$ cat src/rtl/mips_run_ctrl_if.sv
// rtl/mips_run_ctrl_if.sv - run-control signal bundle between debug front panel and core
`timescale 1ns/1ps
interface mips_run_ctrl_if #(
   parameter int PC_W = 32
);
   logic            run_sw;
   logic            step_pb;
   logic            bp_en;
   logic [PC_W-1:0] bp_addr;
   logic [PC_W-1:0] pc_current;
   logic            cpu_ce;
   logic [1:0]      run_state;
   logic            bp_hit;
   logic [31:0]     cycle_count;

   modport master (
      output run_sw, step_pb, bp_en, bp_addr, pc_current,
      input  cpu_ce, run_state, bp_hit, cycle_count
   );

   modport slave (
      input  run_sw, step_pb, bp_en, bp_addr, pc_current,
      output cpu_ce, run_state, bp_hit, cycle_count
   );
endinterface

$ cat src/rtl/mips_run_ctrl.sv
// rtl/mips_run_ctrl.sv - halt/run/step/breakpoint clock-enable controller for a MIPS core
// Define RUN_CTRL_CYCLE_CNT_EN to implement the cpu_ce pulse counter; otherwise cycle_count reads 0.
`timescale 1ns/1ps
module mips_run_ctrl #(
   parameter int TICK_DIV = 20000,
   parameter int PC_W     = 32
) (
   input  logic            clk,
   input  logic            rst,
   mips_run_ctrl_if.slave  bus
);
   localparam int CW = (TICK_DIV > 1) ? $clog2(TICK_DIV) : 1;

   typedef enum logic [1:0] {
      HALT  = 2'b00,
      RUN   = 2'b01,
      STEP  = 2'b10,
      BREAK = 2'b11
   } state_t;

   state_t        state_q, state_d;
   logic [CW-1:0] tick_cnt_q;
   logic          step_prev_q;
   logic          run_prev_q;
   logic          tick;
   logic          step_edge;
   logic          run_rise;
   logic          bp_match;
   logic          ce_c;

   assign tick      = (tick_cnt_q == CW'(TICK_DIV - 1));
   assign step_edge = bus.step_pb & ~step_prev_q;
   assign run_rise  = bus.run_sw & ~run_prev_q;
   assign bp_match  = bus.bp_en & (bus.pc_current[PC_W-1:0] == bus.bp_addr[PC_W-1:0]);

   always_ff @(posedge clk or posedge rst) begin
      if (rst) begin
         state_q     <= HALT;
         tick_cnt_q  <= '0;
         step_prev_q <= 1'b0;
         run_prev_q  <= 1'b0;
      end else begin
         state_q     <= state_d;
         tick_cnt_q  <= tick ? '0 : tick_cnt_q + 1'b1;
         step_prev_q <= bus.step_pb;
         run_prev_q  <= bus.run_sw;
      end
   end

   // cpu_ce is decoded from the registered state, so reset clears it without waiting for a clock.
   always_comb begin
      state_d = state_q;
      ce_c    = 1'b0;
      case (state_q)
         HALT: begin
            if (bus.run_sw || run_rise) state_d = RUN;
            else if (step_edge)         state_d = STEP;
         end
         RUN: begin
            if (!bus.run_sw)            state_d = HALT;
            else if (tick && bp_match)  state_d = BREAK;
            else                        ce_c    = tick;
         end
         STEP: begin
            ce_c    = 1'b1;
            state_d = HALT;
         end
         BREAK: begin
            if (step_edge)              state_d = STEP;
            else if (!bus.run_sw)       state_d = HALT;
         end
         default:                       state_d = HALT;
      endcase
   end

   assign bus.cpu_ce    = ce_c;
   assign bus.run_state = state_q;
   assign bus.bp_hit    = (state_q == BREAK);

`ifdef RUN_CTRL_CYCLE_CNT_EN
   logic [31:0] cycle_cnt_q;

   always_ff @(posedge clk or posedge rst) begin
      if (rst)       cycle_cnt_q <= 32'h0;
      else if (ce_c) cycle_cnt_q <= cycle_cnt_q + 32'd1;
   end

   assign bus.cycle_count = cycle_cnt_q;
`else
   assign bus.cycle_count = 32'h0;
`endif
endmodule
$ cat src/flat_wrapper.sv
// flat-port wrapper written by rule: the top's interface ports become plain ports
module mips_run_ctrl_flat 
#(
   parameter int TICK_DIV = 20000,
   parameter int PC_W     = 32
)
  (clk, rst, bus_run_sw, bus_step_pb, bus_bp_en, bus_bp_addr, bus_pc_current, bus_cpu_ce, bus_run_state, bus_bp_hit, bus_cycle_count);
  mips_run_ctrl_if #(.PC_W(PC_W)) bus_i ();
  input  logic clk;
  input  logic rst;
  input wire logic [$bits(bus_i.run_sw)-1:0] bus_run_sw;
  input wire logic [$bits(bus_i.step_pb)-1:0] bus_step_pb;
  input wire logic [$bits(bus_i.bp_en)-1:0] bus_bp_en;
  input wire logic [$bits(bus_i.bp_addr)-1:0] bus_bp_addr;
  input wire logic [$bits(bus_i.pc_current)-1:0] bus_pc_current;
  output wire logic [$bits(bus_i.cpu_ce)-1:0] bus_cpu_ce;
  output wire logic [$bits(bus_i.run_state)-1:0] bus_run_state;
  output wire logic [$bits(bus_i.bp_hit)-1:0] bus_bp_hit;
  output wire logic [$bits(bus_i.cycle_count)-1:0] bus_cycle_count;
  assign bus_i.run_sw = bus_run_sw;
  assign bus_i.step_pb = bus_step_pb;
  assign bus_i.bp_en = bus_bp_en;
  assign bus_i.bp_addr = bus_bp_addr;
  assign bus_i.pc_current = bus_pc_current;
  assign bus_cpu_ce = bus_i.cpu_ce;
  assign bus_run_state = bus_i.run_state;
  assign bus_bp_hit = bus_i.bp_hit;
  assign bus_cycle_count = bus_i.cycle_count;
  mips_run_ctrl #(.TICK_DIV(TICK_DIV), .PC_W(PC_W)) u_core (.clk(clk), .rst(rst), .bus(bus_i));
endmodule
$ cat config.mk
export PLATFORM = sky130hd
export DESIGN_NAME = mips_run_ctrl_flat
export DESIGN_NICKNAME = d
export VERILOG_FILES = /design/src/rtl/mips_run_ctrl_if.sv /design/src/rtl/mips_run_ctrl.sv /design/src/flat_wrapper.sv
export SDC_FILE = /design/constraint.sdc
export NUM_CORES = 1
export LEC_CHECK = 0
export BUFFER_PORTS_ARGS = -buffer_cell sky130_fd_sc_hd__buf_4
export CORE_MARGIN = 2
export CORE_UTILIZATION = 45
export DETAILED_ROUTE_END_ITERATION = 6
export PLACE_DENSITY = 0.86
export SLEW_MARGIN = 25
export SYNTH_ARGS = -nofsm -noshare
export SYNTH_HDL_FRONTEND = slang
export SYNTH_SLANG_ARGS = --single-unit
$ cat constraint.sdc
create_clock -name clk -period 3.8 [get_ports clk]
set_clock_uncertainty 0.05 [all_clocks]
set_input_delay 0.38 -clock clk [delete_from_list [all_inputs] [get_ports clk]]
set_output_delay 0.38 -clock clk [all_outputs]
set_load 0.05 [all_outputs]
==> key figures, run 1 <==
Synthesis
  – Synth Area per Inst: between 9 and 10 um2
  – Post-Syn Area: approximately 1500 um2
  – Yosys cell types: 37
  – Seq cells post-synth: 18
  – Sequential element share of the synthesized area: between 20% and 30%
  – Ys async rst share: between 90% and 100%
  – Post-synth EDFFs: 0
  – Synth Instances: around 170
  – Yosys warns: 0
  – Post-synth top flop: dfrtp_1

Final layout
  – Fillers: 309
  – Fin util: 61.0%
  – Register area: 450 um2
  – Post-route insts no fill: roughly 280
  – Syn-to-layout area delta: 31.7%
  – Commonest non-fill, non-tap cell in the layout: buf_4
  – Share of cells above drive strength 1: roughly a third
  – Design Area, Final: 2020 um2
  – ANT cells: 0
  – Most frequent cells in the layout: buf_4 (72), conb_1 (32), xnor2_1 (30)
  – Multi-input gate area: 910 um2
  – Nets: 314

Die
  – IO Pins: between 100 and 150
  – Initial Util: 46.3%
  – Die area: 3890 um2
  – Die height: 62.4 um
  – Die Span X: a little over 60 um
  – Row count: 21
  – CORE AREA: 3310 um2

Pwr
  – Max IR drop VDD: 303 uV
  – P per Cell Area: 325 nW/um2
  – Leakage power: 1.00 nW

Worst setup path
  – Setup crit start kind: flip-flop
  – Crit Reg-Reg Endpoint: u_core.bus.run_state[1]
  – Critical path class: flip-flop to output pin
  – CP Data Required Time: about 3.4 ns
  – Worst setup EP type: output pin
  – Worst Reg-to-Reg Cells: 7
  – Crit Path Max Fanout: 10
  – Reg-to-reg startpoint: u_core.tick_cnt_q[0]
  – Reg-to-reg slack, setup: roughly 1.5 ns
  – Arr. time, crit path: 2.08 ns

Worst hold path
  – Hold/Removal Path Class: input pin to async pin

GRT
  – Initial antenna violation count: 0
  – GRT Util Overall: 16.6%
  – Gr ovfl total: 0
  – First-pass GRT wire length: 5340 um
  – Pin count of the biggest net entering global routing: 19
  – Vias in the first global route: ~1300

CTS
  – Clk root buf: clkbuf_4
  – Clock Sinks: 18
  – Hold Buf Count CTS: 0
  – Worst-path clk slew: 0.09 ns
  – Clock Path Buffers: 2
  – H-Tree Depth: 1
  – Post-CTS resize count: 0
  – CTS tree: built
  – Post-CTS setup buffers: 0
  – TritonCTS buffer count: 3
  – Clk_lat worst skew: 0.28 ns

STA
  – RSZ-0062 raised after global routing: false
  – Pins Over Slew Limit: 0
  – Final hold viol count: 0
  – Fmax: 0.399 GHz
  – Slew headroom: 56.5%
  – Total Neg Setup Slack: 0 ns
  – Worst Max-Slew Pin Slew: 0.653 ns
  – Min Clock Period, post-route: between 2 and 3 ns
  – Setup violators final: 0
  – Setup ws final: 1.29 ns
  – Fin crit share: between 60% and 70%

Route
  – Highest routed layer: met4
  – DRT antenna net count: 0
  – WL met1: 1200 um
  – DR vias/cell: between 4 and 5
  – DR WL/cell: 11.1 um
  – Vias: between 1000 and 1500
  – DRT Pass-1 Iters: 4
  – Met3 WL: 242 um
  – Iter 0 DRT Violations: 20
  – Wirelength, routed: 3160 um
  – Met2 Wirelength: 1690 um
  – DRC errors left: 0

Flow run
  – Max-cap viol count: 0

Placement
  – Area after DPL: 2000 um2
  – Port bufs: 72
  – DP Worst Slack: 1.51 ns
  – Cell Count Post-Placement: approximately 280
  – Detailed-placement wirelength estimate: 2720 um
  – GPL Wtd Cong: 0.718

Status
  – Status: complete, no violations
area by class of cell:
cell class / count / share of cell area [%]
flip-flops and latches: 18 / 22.3
inverters: 10 / 1.86
clock buffers: 3 / 1.12
well taps: 46 / 2.85
multi-input cells: 135 / 45.1
repair buffers: 72 / 26.8
layer usage:
metal / vias up / GRT usage [%]
li1: 647 / -
met1: 578 / 19.2
met2: 60 / 32.1
met3: 4 / 2.54
met4: 0 / 3.61
met5: - / 0
through the flow:
| stage | power [mW] | hold WS (ns) |
|---|---|---|
| after detailed placement | 0.567 | 0.433 |
| after CTS | 0.657 | 0.151 |
| after floorplan | 0.485 | 0.269 |
| after global placement | 0.562 | 0.416 |
| final | 0.656 | 0.128 |
| after global routing | 0.693 | 0.140 |
sequential cells by signal (all words and copies together) (netlist names):
name,flops
u_core.tick_cnt_q,15
u_core.bus.run_state,2
u_core.step_prev_q,1
synth_stat cells (2+ instances only):
cell type  count  share of area (%)
nor2b_1        2               0.82
buf_4         32                 16
ha_1           5                4.1
xor2_1         9                5.1
dfrtp_1       18                 29
nor2_1         9                2.2
nor4_1         2               0.82
inv_1         10                2.4
xnor2_1       30                 17
o22ai_1        2               0.82
nand2_1        4               0.98
and4_1         2                1.1
nand4_1       10                4.1
nand3_1        6                2.0
a21oi_1        2               0.65
cells by family after synthesis:
logic type	after synthesis	share of synthesized area, %
fa+ha+maj	5	4.08
flops	18	29.4
simple gates	44	17.1
mux	2	1.63
compound gates	13	6.37
buf+inv	43	18.9
xor+xnor	39	22.3
other cells	1	0.245
critical path: stages, from the launching register on:
cell	delay, ns
dfrtp_1	0.40
ha_1	0.22
and4_4	0.25
and4b_1	0.42
a41oi_1	0.16
nor2b_1	0.13
buf_4	0.21
power by group:
group / internal, mW / switching [mW] / total, mW
registers: 0.202 / 0.0174 / 0.219
logic: 0.136 / 0.209 / 0.345
clock network: 0.0368 / 0.0551 / 0.0919
total: 0.374 / 0.282 / 0.656
how the worst max path moves through the flow:
stage | start | to | cells after the start
floorplan | u_core.tick_cnt_q[0] | bus_cpu_ce | 6
detailed placement | u_core.tick_cnt_q[0] | u_core.bus.run_state[1] | 7
finish | u_core.tick_cnt_q[0] | bus_cpu_ce | 6
CTS | u_core.tick_cnt_q[0] | bus_cpu_ce | 6
global route | u_core.tick_cnt_q[0] | bus_cpu_ce | 6
global placement | bus_bp_addr[8] | bus_cpu_ce | 8
Power figures use the tool's default switching activity.
==> run 2: changes to the inputs <==
--- a/config.mk
+++ b/config.mk
@@ -7,9 +7,9 @@
 export LEC_CHECK = 0
 export BUFFER_PORTS_ARGS = -buffer_cell sky130_fd_sc_hd__buf_4
 export CORE_MARGIN = 2
-export CORE_UTILIZATION = 45
+export CORE_UTILIZATION = 42
 export DETAILED_ROUTE_END_ITERATION = 6
-export PLACE_DENSITY = 0.86
+export PLACE_DENSITY = 0.81
 export SLEW_MARGIN = 25
 export SYNTH_ARGS = -nofsm -noshare
 export SYNTH_HDL_FRONTEND = slang
==> constraint.sdc (replaced) <==
create_clock -name clk -period 2.6 [get_ports clk]
set_clock_uncertainty 0.05 [all_clocks]
set_input_delay 0.26 -clock clk [delete_from_list [all_inputs] [get_ports clk]]
set_output_delay 0.26 -clock clk [all_outputs]
set_load 0.05 [all_outputs]
==> run 2 against run 1 <==
Compared with the run above: register-to-register slack worse by 0.97 ns; global-route usage is 1.2 points lower; die area is 6.7% higher; largest cell class unchanged; clock power is 41% higher; via count is 0.23% higher; critical endpoint unchanged; wire length is 3.4% lower; first-iteration DRC count is 110% higher; flip-flop and latch count stayed put; final cell count is 0.35% higher; sequential share of layout area is 0.083 points lower.
==> key figures, run 2 (synthesis results as in run 1) <==
CTS
  – Post-CTS resize count: 0 (unchanged)
  – Hold Buf Count CTS: 0 (unchanged)
  – H-Tree Depth: 1 (unchanged)
  – Clk_lat worst skew: 0.28 ns (about the same)
  – Worst-path clk slew: 0.09 ns (about the same)
  – Clock Path Buffers: 2 (unchanged)
  – Clock Sinks: 18 (unchanged)
  – Clk root buf: clkbuf_4
  – Post-CTS setup buffers: 0 (unchanged)
  – CTS tree: built
  – TritonCTS buffer count: 3 (unchanged)

Worst setup path
  – Worst setup EP type: output pin
  – Crit Path Max Fanout: 9 (-1)
  – Setup crit start kind: flip-flop
  – Critical path class: flip-flop to output pin
  – CP Data Required Time: 2.29 ns (-1.08 ns)
  – Arr. time, crit path: 2.01 ns (-0.07 ns)
  – Worst Reg-to-Reg Cells: 7 (unchanged)

Route
  – DRC errors left: 0 (unchanged)
  – DR WL/cell: 10.7 um (-3.7%)
  – Iter 0 DRT Violations: 42 (+110%)
  – Wirelength, routed: 3050 um (-3.4%)
  – DR vias/cell: 4.53 (-0.12%)
  – DRT Pass-1 Iters: 4 (unchanged)
  – Vias: 1292 (+0.23%)
  – DRT antenna net count: 0 (unchanged)

Die
  – Die area: 4150 um2 (+6.7%)
  – Die height: 64.4 um (+3.3%)
  – Die Span X: 64.4 um (+3.3%)
  – Initial Util: 44.9% (-1.4 points)
  – IO Pins: 105 (unchanged)
  – CORE AREA: 3420 um2 (+3.2%)
  – Row count: 21 (unchanged)

Final layout
  – Fin util: 59.3% (-1.7 points)
  – Share of cells above drive strength 1: 33.9% (+0.28 points)
  – Syn-to-layout area delta: 32.2%
  – Commonest non-fill, non-tap cell in the layout: buf_4
  – Nets: 315 (+0.32%)
  – Post-route insts no fill: 285 (+0.35%)
  – Fillers: 332 (+7.4%)
  – Biggest register: u_core.tick_cnt_q
  – Max reg flops: 15 (unchanged)
  – Most frequent cells in the layout: buf_4 (73), conb_1 (32), xnor2_1 (30)
  – ANT cells: 0 (unchanged)

GRT
  – GRT Util Overall: 15.5% (-1.2 points)
  – Gr ovfl total: 0 (unchanged)
  – Initial antenna violation count: 0 (unchanged)
  – Pin count of the biggest net entering global routing: 19 (unchanged)
  – Vias in the first global route: 1255 (-4.6%)
  – First-pass GRT wire length: 5150 um (-3.5%)

STA
  – Pins Over Slew Limit: 0 (unchanged)
  – Fin crit share: 89.0%
  – Final hold viol count: 0 (unchanged)
  – RSZ-0062 raised after global routing: false
  – Slew headroom: 57.4% (+0.96 points)
  – Total Neg Setup Slack: 0 ns (unchanged)
  – Fmax: 0.432 GHz
  – Setup violators final: 0 (unchanged)
  – Min Clock Period, post-route: between 2 and 2.5 ns
  – Worst Max-Slew Pin Slew: 0.638 ns (-0.0144 ns)

Placement
  – Cell Count Post-Placement: 282 (+0.36%)
  – Port bufs: 72 (unchanged)
  – GPL Wtd Cong: 0.798 (+11%)
  – Detailed-placement wirelength estimate: 2710 um (-0.42%)

Pwr
  – Max IR drop VDD: 142 uV (-53%)
  – Leakage power: 1.01 nW (+0.54%)
  – P per Cell Area: 468 nW/um2 (+44%)

Status
  – Status: complete, no violations

Flow run
  – Max-cap viol count: 0 (unchanged)

Worst hold path
  – Hold/Removal Path Class: input pin to async pin
run 2: cell types whose count changed in the layout (fill, tap and decap cells not counted), sizes merged:
cell | before | now
buf | 72 | 73
run 2: worst paths after layout:
kind | start | end | slack, ns
setup reg to reg | u_core.tick_cnt_q[0] | u_core.bus.run_state[1] | 0.53
hold / removal | rst | u_core.step_prev_q | 0.004
min in group clk | bus_step_pb | u_core.step_prev_q | 0.04
setup / recovery | u_core.tick_cnt_q[0] | bus_cpu_ce | 0.28
max in group asynchronous | rst | u_core.tick_cnt_q[14] | 2.09
hold reg to reg | u_core.tick_cnt_q[0] | u_core.tick_cnt_q[0] | 0.44
run 2: metal layers:
layer	global-route usage [%]	vias to the layer above	routed length [um]
li1	-	644	-
met1	17.3	588	1190
met2	30.2	58	1640
met3	2.78	2	206
met4	3.19	0	16
met5	0	-	0
run 2: final cells by class:
type                    count  area, um2  share of cell area [%]
clock buffers               3       22.5                    1.11
inverters                  10       37.5                    1.85
multi-input cells         135        910                    44.9
flip-flops and latches     18        450                    22.2
well taps                  46       57.6                    2.84
repair buffers             73        548                    27.1
run 2: through the flow:
stage / power, mW / setup slack [ns] / hold WS [ns] / area, um2
2_1_floorplan: 0.708 / 0.354 / 0.149 / 1650
3_3_place_gp: 0.820 / 0.541 / 0.330 / 2000
3_5_place_dp: 0.826 / 0.515 / 0.333 / 2000
4_1_cts: 0.956 / 0.257 / 0.0201 / 2030
5_1_grt: 1.01 / 0.142 / 0.0164 / 2030
6_report: 0.948 / 0.285 / 0.00436 / 2030
run 2: critical path, cell delays in order, from the launching register on:
cell and delay, ns:
dfrtp_1 0.40, ha_1 0.23, and4_4 0.26, and4b_1 0.21
buf_4 0.17, a41oi_1 0.12, nor2b_1 0.13, buf_4 0.20
run 2: where the power goes:
group | internal, mW | total [mW] | leakage, nW | switching (mW)
clock | 0.0538 | 0.130 | 0.0138 | 0.0759
combinational | 0.197 | 0.500 | 0.762 | 0.303
sequential | 0.295 | 0.318 | 0.232 | 0.0230
